<file path="config.mk">
export PLATFORM = sky130hd
export DESIGN_NAME = mux4_rr_arbiter
export DESIGN_NICKNAME = d
export VERILOG_FILES = /design/src/rtl/mux4_arb_pkg.sv /design/src/rtl/mux4to1.sv /design/src/rtl/mux4_rr_arbiter.sv
export SDC_FILE = /design/constraint.sdc
export NUM_CORES = 1
export LEC_CHECK = 0
export BUFFER_PORTS_ARGS = -buffer_cell sky130_fd_sc_hd__buf_2
export CAP_MARGIN = 20
export CELL_PAD_IN_SITES_DETAIL_PLACEMENT = 1
export CELL_PAD_IN_SITES_GLOBAL_PLACEMENT = 2
export CORE_MARGIN = 2
export CORE_UTILIZATION = 23
export DETAILED_ROUTE_END_ITERATION = 8
export GPL_TIMING_DRIVEN = 0
export PLACE_DENSITY = 0.83
export SKIP_LAST_GASP = 1
export SYNTH_ARGS = -nofsm -noshare
export SYNTH_HDL_FRONTEND = slang
export SYNTH_HIERARCHICAL = 1
export SYNTH_SLANG_ARGS = --single-unit
export TNS_END_PERCENT = 50
</file>
<file path="constraint.sdc">
create_clock -name clk -period 2.2 [get_ports clk]
set_input_delay 0.44 -clock clk [delete_from_list [all_inputs] [get_ports clk]]
set_output_delay 0.44 -clock clk [all_outputs]
set_load 0.02 [all_outputs]
</file>
<file path="src/rtl/mux4_arb_pkg.sv">
// Shared types and sizes for the 4-way round-robin arbiter and its datapath mux.
package mux4_arb_pkg;

  localparam int NREQ   = 4;
  localparam int SEL_W  = 2;
  localparam int DATA_W = 4;

  typedef enum logic {
    IDLE  = 1'b0,
    GRANT = 1'b1
  } arb_state_e;

  function automatic logic [NREQ-1:0] idx_to_onehot(input logic [SEL_W-1:0] idx);
    logic [NREQ-1:0] v;
    v      = '0;
    v[idx] = 1'b1;
    return v;
  endfunction

endpackage

</file>
<file path="src/rtl/mux4to1.sv">
// Plain 4:1 data mux shared by the requesters; purely combinational.
module mux4to1
  import mux4_arb_pkg::*;
(
  input  logic [DATA_W-1:0] a,
  input  logic [DATA_W-1:0] b,
  input  logic [DATA_W-1:0] c,
  input  logic [DATA_W-1:0] d,
  input  logic [SEL_W-1:0]  sel,
  output logic [DATA_W-1:0] y
);

  always_comb begin
    unique case (sel)
      2'd0:    y = a;
      2'd1:    y = b;
      2'd2:    y = c;
      default: y = d;
    endcase
  end

endmodule

</file>
<file path="src/rtl/mux4_rr_arbiter.sv">
// Round-robin arbiter owning a shared 4:1 datapath. Defining ARB_TIMEOUT_EN adds a
// hold counter that preempts an owner after MAX_HOLD grant cycles if others wait.
module mux4_rr_arbiter
  import mux4_arb_pkg::*;
#(
  parameter int MAX_HOLD = 8
) (
  input  logic              clk,
  input  logic              rst_n,
  input  logic [NREQ-1:0]   req,
  input  logic [DATA_W-1:0] a,
  input  logic [DATA_W-1:0] b,
  input  logic [DATA_W-1:0] c,
  input  logic [DATA_W-1:0] d,
  output logic [NREQ-1:0]   gnt,
  output logic [SEL_W-1:0]  sel,
  output logic [DATA_W-1:0] y,
  output logic              valid
);

  if (MAX_HOLD < 1 || MAX_HOLD > 255) begin : g_bad_max_hold
    $error("MAX_HOLD must be in 1..255");
  end

  arb_state_e       r_state, w_next_state;
  logic [NREQ-1:0]  r_gnt, w_next_gnt;
  logic [SEL_W-1:0] r_sel, w_next_sel;
  logic [SEL_W-1:0] r_ptr, w_next_ptr;

  logic [NREQ-1:0]  w_cand;
  logic [SEL_W-1:0] w_win;
  logic             w_found;
  logic             w_owner_req;
  logic             w_expired;
  logic             w_new_grant;

  // The owner is never its own successor: on release its req bit is already low,
  // and on preemption it must be skipped, so masking with the grant covers both.
  assign w_cand      = req & ~r_gnt;
  assign w_owner_req = |(req & r_gnt);

  // NOTE: every variable driven here gets a default first, so no path leaves one
  // unassigned and no latch is inferred.
  always_comb begin
    w_found = 1'b0;
    w_win   = r_ptr;
    // Scan farthest-first so the nearest candidate after ptr is assigned last.
    for (int k = NREQ; k >= 1; k--) begin
      if (w_cand[r_ptr + SEL_W'(k)]) begin
        w_found = 1'b1;
        w_win   = r_ptr + SEL_W'(k);
      end
    end
  end

`ifdef ARB_TIMEOUT_EN
  logic [7:0] r_hold;

  // r_hold counts completed grant cycles before the current one, so the
  // MAX_HOLD-th cycle of ownership is the last before a possible preemption.
  assign w_expired = (r_hold >= 8'(MAX_HOLD - 1));

  always_ff @(posedge clk) begin
    if (!rst_n) begin
      r_hold <= '0;
    end else if (w_new_grant) begin
      r_hold <= '0;
    end else if (r_state == GRANT && !w_expired) begin
      r_hold <= r_hold + 8'd1;
    end
  end
`else
  assign w_expired = 1'b0;
`endif

  always_comb begin
    w_next_state = r_state;
    w_next_gnt   = r_gnt;
    w_next_sel   = r_sel;
    w_next_ptr   = r_ptr;
    w_new_grant  = 1'b0;

    unique case (r_state)
      IDLE: begin
        w_new_grant = w_found;
      end
      GRANT: begin
        if (!w_owner_req) begin
          w_new_grant = w_found;
          if (!w_found) begin
            w_next_state = IDLE;
            w_next_gnt   = '0;
          end
        end else begin
          w_new_grant = w_expired && w_found;
        end
      end
      default: begin
        w_next_state = IDLE;
        w_next_gnt   = '0;
      end
    endcase

    if (w_new_grant) begin
      w_next_state = GRANT;
      w_next_gnt   = idx_to_onehot(w_win);
      w_next_sel   = w_win;
      w_next_ptr   = w_win;
    end
  end

  // NOTE: state registers use non-blocking assignments so every flop samples the
  // pre-edge values regardless of the order the statements execute in.
  always_ff @(posedge clk) begin
    if (!rst_n) begin
      r_state <= IDLE;
      r_gnt   <= '0;
      r_sel   <= '0;
      r_ptr   <= SEL_W'(NREQ - 1);
    end else begin
      r_state <= w_next_state;
      r_gnt   <= w_next_gnt;
      r_sel   <= w_next_sel;
      r_ptr   <= w_next_ptr;
    end
  end

  mux4to1 u_mux (
    .a   (a),
    .b   (b),
    .c   (c),
    .d   (d),
    .sel (r_sel),
    .y   (y)
  );

  assign gnt   = r_gnt;
  assign sel   = r_sel;
  assign valid = |r_gnt;

endmodule

</file>
# --- Word-level counts from Yosys, hierarchy flattened ---
# Cells that the tools add are included.
op_classes:
  bitwise_logic: 4
  n_reduce_logical: 6
  n_eq_ne: 4
  add_sub_neg: 3
  n_lt_le_gt_ge: 6
  mux: 28
op_table:
  columns: ["operator", "count"]
  rows:
  - ["$mux W4", 4]
  - ["$lt A2 B3 Y1 const B", 5]
  - ["$mux W1", 14]
  - ["$pmux W4 S3", 1]
  - ["$and A4 B4 Y4", 2]
  - ["$bmux W1 S2", 4]
  - ["$reduce_or A4 Y1", 2]
  - ["$mux W2", 3]
  - ["$add A2 B2 Y2 const B", 2]
  - ["$ne A2 B1 Y1 const B", 2]
  - ["$not A4 Y4", 1]
  - ["$reduce_and A3 Y1", 1]
  - ["$add A2 B1 Y2 const B", 1]
  - ["$demux W1 S2", 1]
  - ["$eq A2 B1 Y1 const B", 1]
  - ["$eq A2 B2 Y1 const B", 1]
  - ["$ge A2 B1 Y1 const B", 1]
  - ["$logic_not A2 Y1", 1]
  - ["$pmux W1 S2", 1]
  - ["$reduce_bool A2 Y1", 1]
  - ["$logic_and A1 B1 Y1", 1]
  - ["$not A1 Y1", 1]
word_totals:
  ff_bits: 9
  word_cells: 55

# --- Logic depth before layout (Yosys ltp) ---
# Gate-level depths: netlist of run 1.
depth:
  depth_word: 12
  ltp_mapped: 6

# --- Hierarchy ---
# The synthesis of run 1 kept the hierarchy.
by_module_without_submodules:
  columns: ["mod", "cells_each", "seq_area_each_um2", "n_inst", "area_per_inst_um2"]
  rows:
  - ["mux4_rr_arbiter", 57, 180.2, 1, 491.7]
  - ["mux4to1", 4, 0.0, 1, 105.1]

# --- Worst setup path after synthesis of run 1 ---
# No wires, ideal clock.
synth_timing:
  kind: "input to register"
  from: "input port req[1]"
  to: "register r_gnt[0], in the netlist gnt[0]"
  slack_ns: 0.433
  setup_ns: 0.132
  stages: 6
  arrival_ns: 1.635
  path_cell_list: "nor2b_2 -> or4_4 -> and2_4 -> buf_6 -> or3b_1 -> o21ai_1"
synth_between:
  elab_chain_cells: 11
  word_cells_on_any_way: 30
synth_rtl:
  columns: ["item", "line", "text"]
  rows:
  - ["from (decl)", "mux4_rr_arbiter.sv:10", "input logic [NREQ-1:0] req,"]
  - ["$and A4 B4 Y4", "mux4_rr_arbiter.sv:39", "assign w_cand = req & ~r_gnt;"]
  - ["$bmux W1 S2", "mux4_rr_arbiter.sv:49", "if (w_cand[r_ptr + SEL_W'(k)]) begin"]
  - ["$mux W1 (not written as such)", "mux4_rr_arbiter.sv:49", null]
  - ["$mux W2 / $mux W1 (equally long branches) (3 in series)", "mux4_rr_arbiter.sv:49", null]
  - ["$lt A2 B3 Y1 (not written as such) (tied with other cells)", "mux4_arb_pkg.sv:16", "v[idx] = 1'b1;"]
  - ["$logic_and A1 B1 Y1 (not written as such) / $mux W1 (equally long branches)", "mux4_arb_pkg.sv:16, mux4_rr_arbiter.sv:88", null]
  - ["$mux W1 (not written as such) / $pmux W1 S2 (equally long branches)", "mux4_arb_pkg.sv:16, mux4_rr_arbiter.sv:83", null]
  - ["$demux W1 S2 (tied with other cells)", "mux4_arb_pkg.sv:16", null]
  - ["$mux W4 / $reduce_and A3 Y1 (equally long branches)", null, null]
  - ["to (signal assigned)", "mux4_rr_arbiter.sv:122", "r_gnt <= w_next_gnt;"]
  - ["to (decl)", "mux4_rr_arbiter.sv:26", "logic [NREQ-1:0] r_gnt, w_next_gnt;"]
# Parallel ways exist; a longest one is shown, timed or not. The select of a mux whose other input is x is not followed.
# A chain may end at the register's enable or synchronous reset.

# --- Final worst setup path of run 1 ---
layout_timing:
  from: "register r_sel[0], in the netlist sel[0]"
  to: "output port y[3]"
layout_between:
  elab_chain_cells: 2
  word_cells_on_any_way: 4
layout_rtl:
  columns: ["item", "line", "text"]
  rows:
  - ["from (decl)", "mux4_rr_arbiter.sv:27", "logic [SEL_W-1:0] r_sel, w_next_sel;"]
  - ["from (signal assigned)", "mux4_rr_arbiter.sv:123", "r_sel <= w_next_sel;"]
  - ["$eq A2 B2 Y1 (tied with other cells)", "mux4to1.sv:14", "unique case (sel)"]
  - ["$pmux W4 S3 (*)", "mux4to1.sv:14", null]
  - ["to (decl)", "mux4_rr_arbiter.sv:17", "output logic [DATA_W-1:0] y,"]
# Mark *: on every way between the ends. The rest lies on a longest branch, timed or not.

==> flow_metrics.tcl, run 1 <==
set metrics [dict create \
    status "completed" \
    power.leakage_nw 0.4017 \
    yosys_warnings 6 \
    postSynthCellCount 61 \
    synth_top_family_by_area "simple AND/OR/NAND/NOR gates" \
    tns_ns 0 \
    synth_top_area_share_pct 30.19 \
    reg2reg_depth 6 \
    grt_pass1_wl_um 2497 \
    netlist_top_cells_area "dfxtp_1 (30%), mux4_1 (18%), o21ai_1 (5.9%), nor2b_4 (4.6%), nand3_1 (4.2%)" \
    async_reset_ff_share_pct 0 \
    rsz0062_at_grt "no" \
    cts_made_buffers 3 \
    rr_startpoint "gnt[1]$_SDFFE_PN0P_" \
    clock-sinks 9 \
    cts_root_buf "clkbuf_4" \
    io_buffers 31 \
    ant_nets 0 \
    seqPwrFrac_pct 30.2 \
    start_util_pct 24.09 \
    holdPathStages 2 \
    syn_to_final_growth_pct 36.69 \
    fin_crit_sh_pct 88.07 \
    maxCapViolCount 0 \
    fmaxAchievable_mhz 516.1 \
    p_total_mw 1.105 \
    dp_slack_ns 0.2454 \
    nets 119 \
    power.switching_mw 0.5046 \
    grt_util_all_layers_pct 11.99 \
    stdcell_count 126 \
    clk_latency_ns 0.26 \
    synth_xor_area_share_pct 0 \
    die_area_um2 3018 \
    cp.arrival_ns 1.50 \
    avgRoutedWirePerCell_um 12.53 \
    dp_cells 122 \
    remaining_drc_errors 0 \
    p_int_mw 0.6008 \
    synth_nets 83 \
    antenna_found_initial 0 \
    clock_power_share_pct 11.4 \
    avgSynthCellArea_um2 9.784 \
    worstSetupStartpointType "flip-flop" \
    synth_area_um2 596.8 \
    min-delay-start "rst_n" \
    fin_ws_ns 0.2624 \
    synth-edff-count 0 \
    fin_skew_ns 0.003303 \
    diodes 0 \
    synth_area_leader_cell "dfxtp_1" \
    synth_flop_cell "dfxtp_1" \
    synth-simple-area-share_pct 28.30 \
    path_clk_slew_ns 0.06 \
    dpl.hpwl_um 1324 \
    std_cell_rows 18 \
    max_slew.worst_pin.slew_ns 0.4649 \
    final_util_pct 32.93 \
    clockBufferDepth 2 \
    ys_ff_latch 9 \
    r2r_slack_ns 0.44 \
    cts_max_level 1 \
    switching_share_pct 45.65 \
    synth_compound_area_share_pct 18.66 \
    fillers 316 \
    drv_slew 0 \
    hold_end "r_ptr[1]$_SDFFE_PN1P_" \
    vdd.ir_drop.worst_mv 0.4733 \
    drive_gt1_share_pct 43.75 \
    timing.rr.end "gnt[0]$_SDFFE_PN0P_" \
    die_h_um 54.94 \
    cp_data_required_time_ns 1.76 \
    p_comb_share_pct 58.5 \
    relSlewSlack_pct 68.87 \
    grt_max_degree 10 \
    hp-class "primary input to flip-flop" \
    yosysSeqAreaShare_pct 30.19 \
    hold_violations 0 \
    cts_tree "built" \
    critical_path.endpoint_type "output pin" \
    setup_viol 0 \
    yosysUniqueCellTypes 28 \
    grt-ovfl-total 0 \
    postRouteWirelength_um 1579 \
    io_pins 33 \
    worstSetupPathType "flip-flop to output pin" \
    core_area_um2 2477 \
    drtIter0Drc 5 \
    hold_buffers 0 \
    crit_fanout 6 \
    synth.area.mux_share_pct 17.61 \
    ctsResizeCount 0 \
    grt_pass1_vias 552 \
    post-cts-setup-buffers 0 \
    die_w_um 54.94 \
    viasPerCell 4.675 \
    dr_total_vias 589 \
    synth_fa_ha_area_share_pct 0 \
    finalCriticalPeriod_ns 1.938 \
    p_per_area_nw_per_um2 1355 \
    dr.pass1.iters 3 \
    place_congestion 0.7082 \
]
-- power by group through the flow --
stage	Sequential, mW	Clock [mW]	Combinational (mW)
after floorplan	0.367	0	0.435
after global placement	0.332	0	0.651
after detailed placement	0.339	0	0.653
after CTS	0.334	0.135	0.656
after global routing	0.351	0.140	0.717
final	0.333	0.126	0.646
-- worst max-delay path: stages, from the launching register on --
cell,delay [ns]
dfxtp_1,0.47
mux4_1,0.59
buf_2,0.18
-- cells in the final DEF (no fill, tap or decap) --
| cell | n |
|---|---|
| clkbuf_1 | 1 |
| o211ai_1 | 1 |
| dfxtp_1 | 9 |
| clkbuf_4 | 3 |
| or4_4 | 1 |
| mux4_1 | 4 |
| or4_1 | 1 |
| nor2b_2 | 1 |
| a22oi_1 | 1 |
| a21o_1 | 1 |
| o22ai_1 | 1 |
| a221oi_1 | 1 |
| nor2b_4 | 2 |
| o21ai_1 | 7 |
| a31oi_1 | 1 |
| nand3_1 | 5 |
| o21ai_0 | 2 |
| inv_1 | 4 |
| nor2b_1 | 3 |
| nor3_2 | 1 |
| buf_6 | 1 |
| nor4b_1 | 1 |
| a22o_1 | 2 |
| nand2b_1 | 2 |
| or3_1 | 1 |
| and2_4 | 1 |
| buf_2 | 32 |
| a21oi_1 | 1 |
| nor2_1 | 4 |
| or3b_1 | 1 |
-- layer usage --
layer	wire, um	vias up	GRT usage (%)
li1	-	307	-
met4	0	0	6.098
met2	784	9	19.44
met3	66	0	3.495
met5	0	-	0
met1	728	273	14.36
-- worst max-delay path by stage --
stage / startpoint / to / slack, ns
finish: sel[0]$_SDFFE_PN0P_ / y[3] / 0.26
global route: sel[0]$_SDFFE_PN0P_ / y[1] / 0.20
CTS: sel[0]$_SDFFE_PN0P_ / y[3] / 0.25
detailed placement: req[1] / gnt[0]$_SDFFE_PN0P_ / 0.25
global placement: req[1] / gnt[0]$_SDFFE_PN0P_ / 0.27
floorplan: req[1] / gnt[0]$_SDFFE_PN0P_ / 0.43
-- flip-flops by register name, indices dropped and copies added (netlist names) --
signal	cells
r_ptr	2
sel	2
gnt	4
r_state	1
-- cell type report --
class / instances / area [um^2] / share of cell area [%]
plain buffers: 2 / 16.27 / 1.994
clock buffers: 4 / 26.28 / 3.221
inverters: 4 / 15.01 / 1.840
multi-input cells: 46 / 385.4 / 47.24
flip-flops and latches: 9 / 180.2 / 22.09
well taps: 30 / 37.54 / 4.601
repair buffers: 31 / 155.1 / 19.02
-- synthesized netlist by cell type, types with 2 or more instances --
library cell / instances
a22o_1: 2
dfxtp_1: 9
inv_1: 4
mux4_1: 4
nand2b_1: 2
nand3_1: 5
nor2_1: 4
nor2b_1: 3
nor2b_4: 2
o21ai_0: 2
o21ai_1: 7
-- metrics by stage --
stage                     hold WS, ns  area (um^2)
after floorplan                0.5109        596.8
after global placement         0.5145        789.5
after detailed placement       0.5209        789.5
after CTS                      0.4383        815.8
after global routing           0.4563        815.8
final                          0.4491        815.8
-- cells by family after synthesis --
family / Yosys count
AOI/OAI and AO/OA: 18
buffers and inverters: 6
DFF: 9
muxes: 4
and+or+nand+nor: 24
Note: power is estimated with default switching activity, not from simulation.
==> run 2: changes to the inputs <==
Settings changed: PLACE_DENSITY 0.83 to 0.84, SYNTH_HIERARCHICAL 1 to unset.
==> run 2 against run 1 <==
  * Sequential cell count stayed put
  * Die area is 2.9% lower
  * Count of clock-buffer cells in the layout stayed put
  * Cell area is 2.3% lower
  * Global-route usage is 0.59 points higher
  * Clock skew is 0.00067 ns lower
==> flow_metrics.tcl, run 2 <==
set metrics [dict create \
    drv_slew 0 \
    ys_ff_latch 9 \
    grt_max_degree 11 \
    setup_viol 0 \
    p_per_area_nw_per_um2 1389 \
    fmaxAchievable_mhz 519.7 \
    power.leakage_nw 0.3770 \
    postSynthCellCount 61 \
    mostFrequentLayoutCells "buf_2 (32), dfxtp_1 (9), o21ai_2 (6), nor2_1 (6)" \
    cts_tree "built" \
    finalCriticalPeriod_ns 1.924 \
    remaining_drc_errors 0 \
    ctsResizeCount 0 \
    fin_crit_sh_pct 87.47 \
    core_area_um2 2432 \
    maxCapViolCount 0 \
    p_total_mw 1.107 \
    hold_violations 0 \
    synth_nets 83 \
    syn_to_final_growth_pct 37.88 \
    post-cts-setup-buffers 0 \
    netlist_top_cells_area "dfxtp_1 (31%), mux4_2 (16%), o21ai_2 (9.1%), nor2_1 (3.9%), nand3_1 (3.5%)" \
    start_util_pct 23.77 \
    die_w_um 54.13 \
    ant_nets 0 \
    drive_gt1_share_pct 51.04 \
    cts_max_level 1 \
    grt_pass1_vias 647 \
    dr.pass1.iters 4 \
    rsz0062_at_grt "no" \
    cp.arrival_ns 1.48 \
    critical_path.endpoint_type "output pin" \
    yosys_warnings 0 \
    place_congestion 0.6750 \
    cts_made_buffers 3 \
    grt_util_all_layers_pct 12.59 \
    drtIter0Drc 15 \
    grt-ovfl-total 0 \
    relSlewSlack_pct 66.71 \
    synthTopCellsByCount "dfxtp_1 (9), nor2_1 (6), o21ai_2 (6)" \
    die_area_um2 2930 \
    avgRoutedWirePerCell_um 13.29 \
    tns_ns 0 \
    path_clk_slew_ns 0.06 \
    nets 119 \
    vdd.ir_drop.worst_mv 0.5788 \
    fin_skew_ns 0.002637 \
    synth_area_leader_cell "dfxtp_1" \
    worstSetupStartpointType "flip-flop" \
    die_h_um 54.13 \
    synth_area_um2 578.1 \
    synth_top_area_share_pct 31.17 \
    diodes 0 \
    crit_fanout 6 \
    io_buffers 31 \
    clockBufferDepth 2 \
    viasPerCell 4.944 \
    cts_root_buf "clkbuf_4" \
    clock-sinks 9 \
    worstSetupPathType "flip-flop to output pin" \
    cp_data_required_time_ns 1.76 \
    std_cell_rows 18 \
    clk_latency_ns 0.25 \
    grt_pass1_wl_um 2711 \
    avgSynthCellArea_um2 9.476 \
    synth_flop_cell "dfxtp_1" \
    synth-edff-count 0 \
    largest_reg_flops 4 \
    io_pins 33 \
    dpl.hpwl_um 1386 \
    yosysSeqAreaShare_pct 31.17 \
    hold_buffers 0 \
    async_reset_ff_share_pct 0 \
    hp-class "primary input to flip-flop" \
    max_slew.worst_pin.slew_ns 0.4972 \
    status "completed" \
    postRouteWirelength_um 1674 \
    yosysMostFrequentCell "dfxtp_1" \
    antenna_found_initial 0 \
    dr_total_vias 623 \
    yosysUniqueCellTypes 28 \
    layout_commonest_cell "buf_2" \
]
## run 2: cell types whose count changed after synthesis, moves of 2 or more
cell     before  now
o21ai_2       0    6
mux4_1        4    0
mux4_2        0    4
o21ai_1       7    3
nor2_1        4    6
nor2b_4       2    0
## run 2: layout make-up
class,instances,area (um^2)
Fill cell,301,1635
Multi-Input combinational cell,47,377.9
Sequential cell,9,180.2
Timing Repair Buffer,31,155.1
Tap cell,30,37.54
Clock buffer,4,26.28
Inverter,4,15.01
Buffer,1,5.005
## run 2: worst paths after layout
kind	startpoint	to	slack, ns	depth (start not counted)
worst max-delay path	sel[0]$_SDFFE_PN0P_	y[3]	0.28	2
worst min register to register	gnt[3]$_SDFFE_PN0P_	gnt[3]$_SDFFE_PN0P_	0.52	2
worst max register to register	gnt[0]$_SDFFE_PN0P_	gnt[2]$_SDFFE_PN0P_	0.62	5
worst min-delay path	rst_n	r_ptr[1]$_SDFFE_PN1P_	0.49	2
## run 2: report_power, final
| part | switching (mW) | internal [mW] | leakage (nW) | total, mW |
|---|---|---|---|---|
| combinational | 0.371 | 0.274 | 0.287 | 0.645 |
| clock | 0.0555 | 0.0698 | 0.0150 | 0.125 |
| sequential | 0.106 | 0.231 | 0.0746 | 0.337 |
| total | 0.533 | 0.575 | 0.377 | 1.11 |
## run 2: cells by family (layout without fill, tap and decap cells)
logic type | after synthesis | count (layout) | synth area share, %
buffers and inverters | 5 | 40 | 3.462
muxes | 4 | 4 | 15.59
AOI/OAI and AO/OA | 19 | 19 | 24.03
DFF | 9 | 9 | 31.17
and+or+nand+nor | 24 | 24 | 25.76
## run 2: per-layer routing
layer  up-vias  wire length, um  GRT usage, %
met5         -                0             0
met4         0               11         2.500
met3         2               25         2.222
met2        11              893         24.30
met1       306              743         14.14
li1        304                -             -
## run 2: through the flow
stage	cell area, um^2	worst slack [ns]	cells	utilization, %	hold slack, ns
4_1_cts	797.0	0.2481	126	32.77	0.4840
2_1_floorplan	578.1	0.5452	61	-	0.5006
3_5_place_dp	770.7	0.4373	122	31.69	0.5109
5_1_grt	797.0	0.1925	126	32.77	0.4897
3_3_place_gp	770.7	0.4589	122	31.69	0.5006
6_report	797.0	0.2756	126	32.77	0.4871
## run 2: critical path, cell delays in order (launching register included)
cell	delay (ns)
dfxtp_1	0.51
mux4_2	0.55
buf_2	0.17
==> run 3: changes to the inputs <==
Settings changed: BUFFER_PORTS_ARGS -buffer_cell sky130_fd_sc_hd__buf_2 to -buffer_cell sky130_fd_sc_hd__clkbuf_2.
==> run 3 against run 2 <==
  * Largest cell class unchanged
  * Highest routed layer unchanged
  * Largest power group unchanged
  * Count of clock-buffer cells in the layout stayed put
  * Via count down 1.4%
  * Sequential share of layout area stayed put
==> flow_metrics.tcl, run 3 (same netlist as run 2, synthesis figures left out) <==
set metrics [dict create \
    path_clk_slew_ns 0.06 \
    cts_tree "built" \
    met3_length_um 41 \
    clock-sinks 9 \
    worstSetupStartpointType "flip-flop" \
    holdPathStages 2 \
    p_comb_share_pct 58.1 \
    postRouteWirelength_um 1628 \
    grt_pass1_vias 647 \
    fin_skew_ns 0.0006849 \
    diodes 0 \
    drv_slew 0 \
    cp.arrival_ns 1.50 \
    max_slew.worst_pin.slew_ns 0.4403 \
    tns_ns 0 \
    crit_fanout 6 \
    largest_reg_flops 4 \
    placed_area_um2 770.7 \
    grt-ovfl-total 0 \
    start_util_pct 23.77 \
    hp-class "primary input to flip-flop" \
    seqPwrFrac_pct 30.4 \
    cts_max_level 1 \
    dr_total_vias 614 \
    nets 119 \
    layout_commonest_cell "clkbuf_2" \
    antenna_found_initial 0 \
    status "completed" \
    power.switching_mw 0.5279 \
    syn_to_final_growth_pct 37.88 \
    die_h_um 54.13 \
    p_per_area_nw_per_um2 1381 \
    clockBufferDepth 2 \
    power.leakage_nw 0.3786 \
    wl_met2_um 889 \
    grt_max_degree 11 \
    place_congestion 0.6953 \
    dpl.hpwl_um 1401 \
    core_area_um2 2432 \
    post-cts-setup-buffers 0 \
    top_layer_used "met4" \
    hold_violations 0 \
    ctsResizeCount 0 \
    grt_util_all_layers_pct 13.10 \
    relSlewSlack_pct 70.52 \
    setup_viol 0 \
    cts_root_buf "clkbuf_4" \
    cts_made_buffers 3 \
    die_area_um2 2930 \
    vdd.ir_drop.worst_mv 0.5658 \
    remaining_drc_errors 0 \
    std_cell_rows 18 \
    clock_power_share_pct 11.4 \
    ant_nets 0 \
    io_pins 33 \
    critical_path.endpoint_type "output pin" \
    hold_buffers 0 \
    finalCriticalPeriod_ns 1.939 \
    avgRoutedWirePerCell_um 12.92 \
    grt_pass1_wl_um 2760 \
    fin_crit_sh_pct 88.14 \
    worstSetupPathType "flip-flop to output pin" \
    slowest_delay_ns 0.55 \
    clk_latency_ns 0.26 \
    reg2reg_depth 5 \
    maxCapViolCount 0 \
    crit_chain "mux4_2 > clkbuf_2" \
    mostFrequentLayoutCells "clkbuf_2 (31), dfxtp_1 (9), o21ai_2 (6), nor2_1 (6)" \
    dr.pass1.iters 4 \
    die_w_um 54.13 \
    drive_gt1_share_pct 51.04 \
    fmaxAchievable_mhz 515.7 \
    drtIter0Drc 7 \
    crit_path_top_delay_cell "mux4_2" \
    cp_data_required_time_ns 1.76 \
    p_int_mw 0.5726 \
    viasPerCell 4.873 \
    rsz0062_at_grt "no" \
    design_area_um2 797.0 \
    switching_share_pct 47.97 \
    met1_length_um 664 \
    io_buffers 31 \
]
-- run 3: cell types whose count changed in the layout (fill, tap and decap cells not counted), sizes merged --
cell    change
buf        -31
clkbuf     +31
-- run 3: per-layer routing --
metal	track usage, %	up-vias
met4	7.500	0
met1	14.48	296
met2	24.30	10
li1	-	303
met5	0	-
met3	0.8333	5
-- run 3: path summary, 6_finish.rpt --
path	start	endpoint	slack, ns
worst max-delay path	sel[0]$_SDFFE_PN0P_	y[3]	0.26
worst min-delay path	rst_n	r_ptr[1]$_SDFFE_PN1P_	0.47
worst max register to register	gnt[0]$_SDFFE_PN0P_	gnt[2]$_SDFFE_PN0P_	0.60
worst min register to register	gnt[0]$_SDFFE_PN0P_	gnt[0]$_SDFFE_PN0P_	0.52
-- run 3: worst max-delay path: cells and delay by family (launching register included) --
family	cells	cell delay [ns]
flip-flops	1	0.52
multiplexers	1	0.55
buffers and inverters	1	0.17
-- run 3: final cells by class --
type | count | area [um^2]
well taps | 30 | 37.54
inverters | 4 | 15.01
multi-input cells | 47 | 377.9
repair buffers | 31 | 155.1
flip-flops and latches | 9 | 180.2
clock buffers | 4 | 26.28
fillers | 303 | 1635
plain buffers | 1 | 5.005
-- run 3: power groups by stage --
stage / clock (mW) / sequential, mW / combinational, mW
finish: 0.126 / 0.335 / 0.640
global route: 0.140 / 0.352 / 0.702
CTS: 0.129 / 0.337 / 0.649
detailed placement: 0 / 0.340 / 0.646
global placement: 0 / 0.337 / 0.634
floorplan: 0 / 0.374 / 0.413
-- run 3: stage by stage --
step	utilization, %	hold slack (ns)	worst slack, ns	total power [mW]	cells
2_1_floorplan	-	0.5006	0.5452	0.7865	61
3_3_place_gp	31.69	0.5023	0.4710	0.9706	122
3_5_place_dp	31.69	0.5135	0.4168	0.9858	122
4_1_cts	32.77	0.4786	0.2411	1.114	126
5_1_grt	32.77	0.4891	0.1834	1.194	126
6_report	32.77	0.4734	0.2610	1.101	126
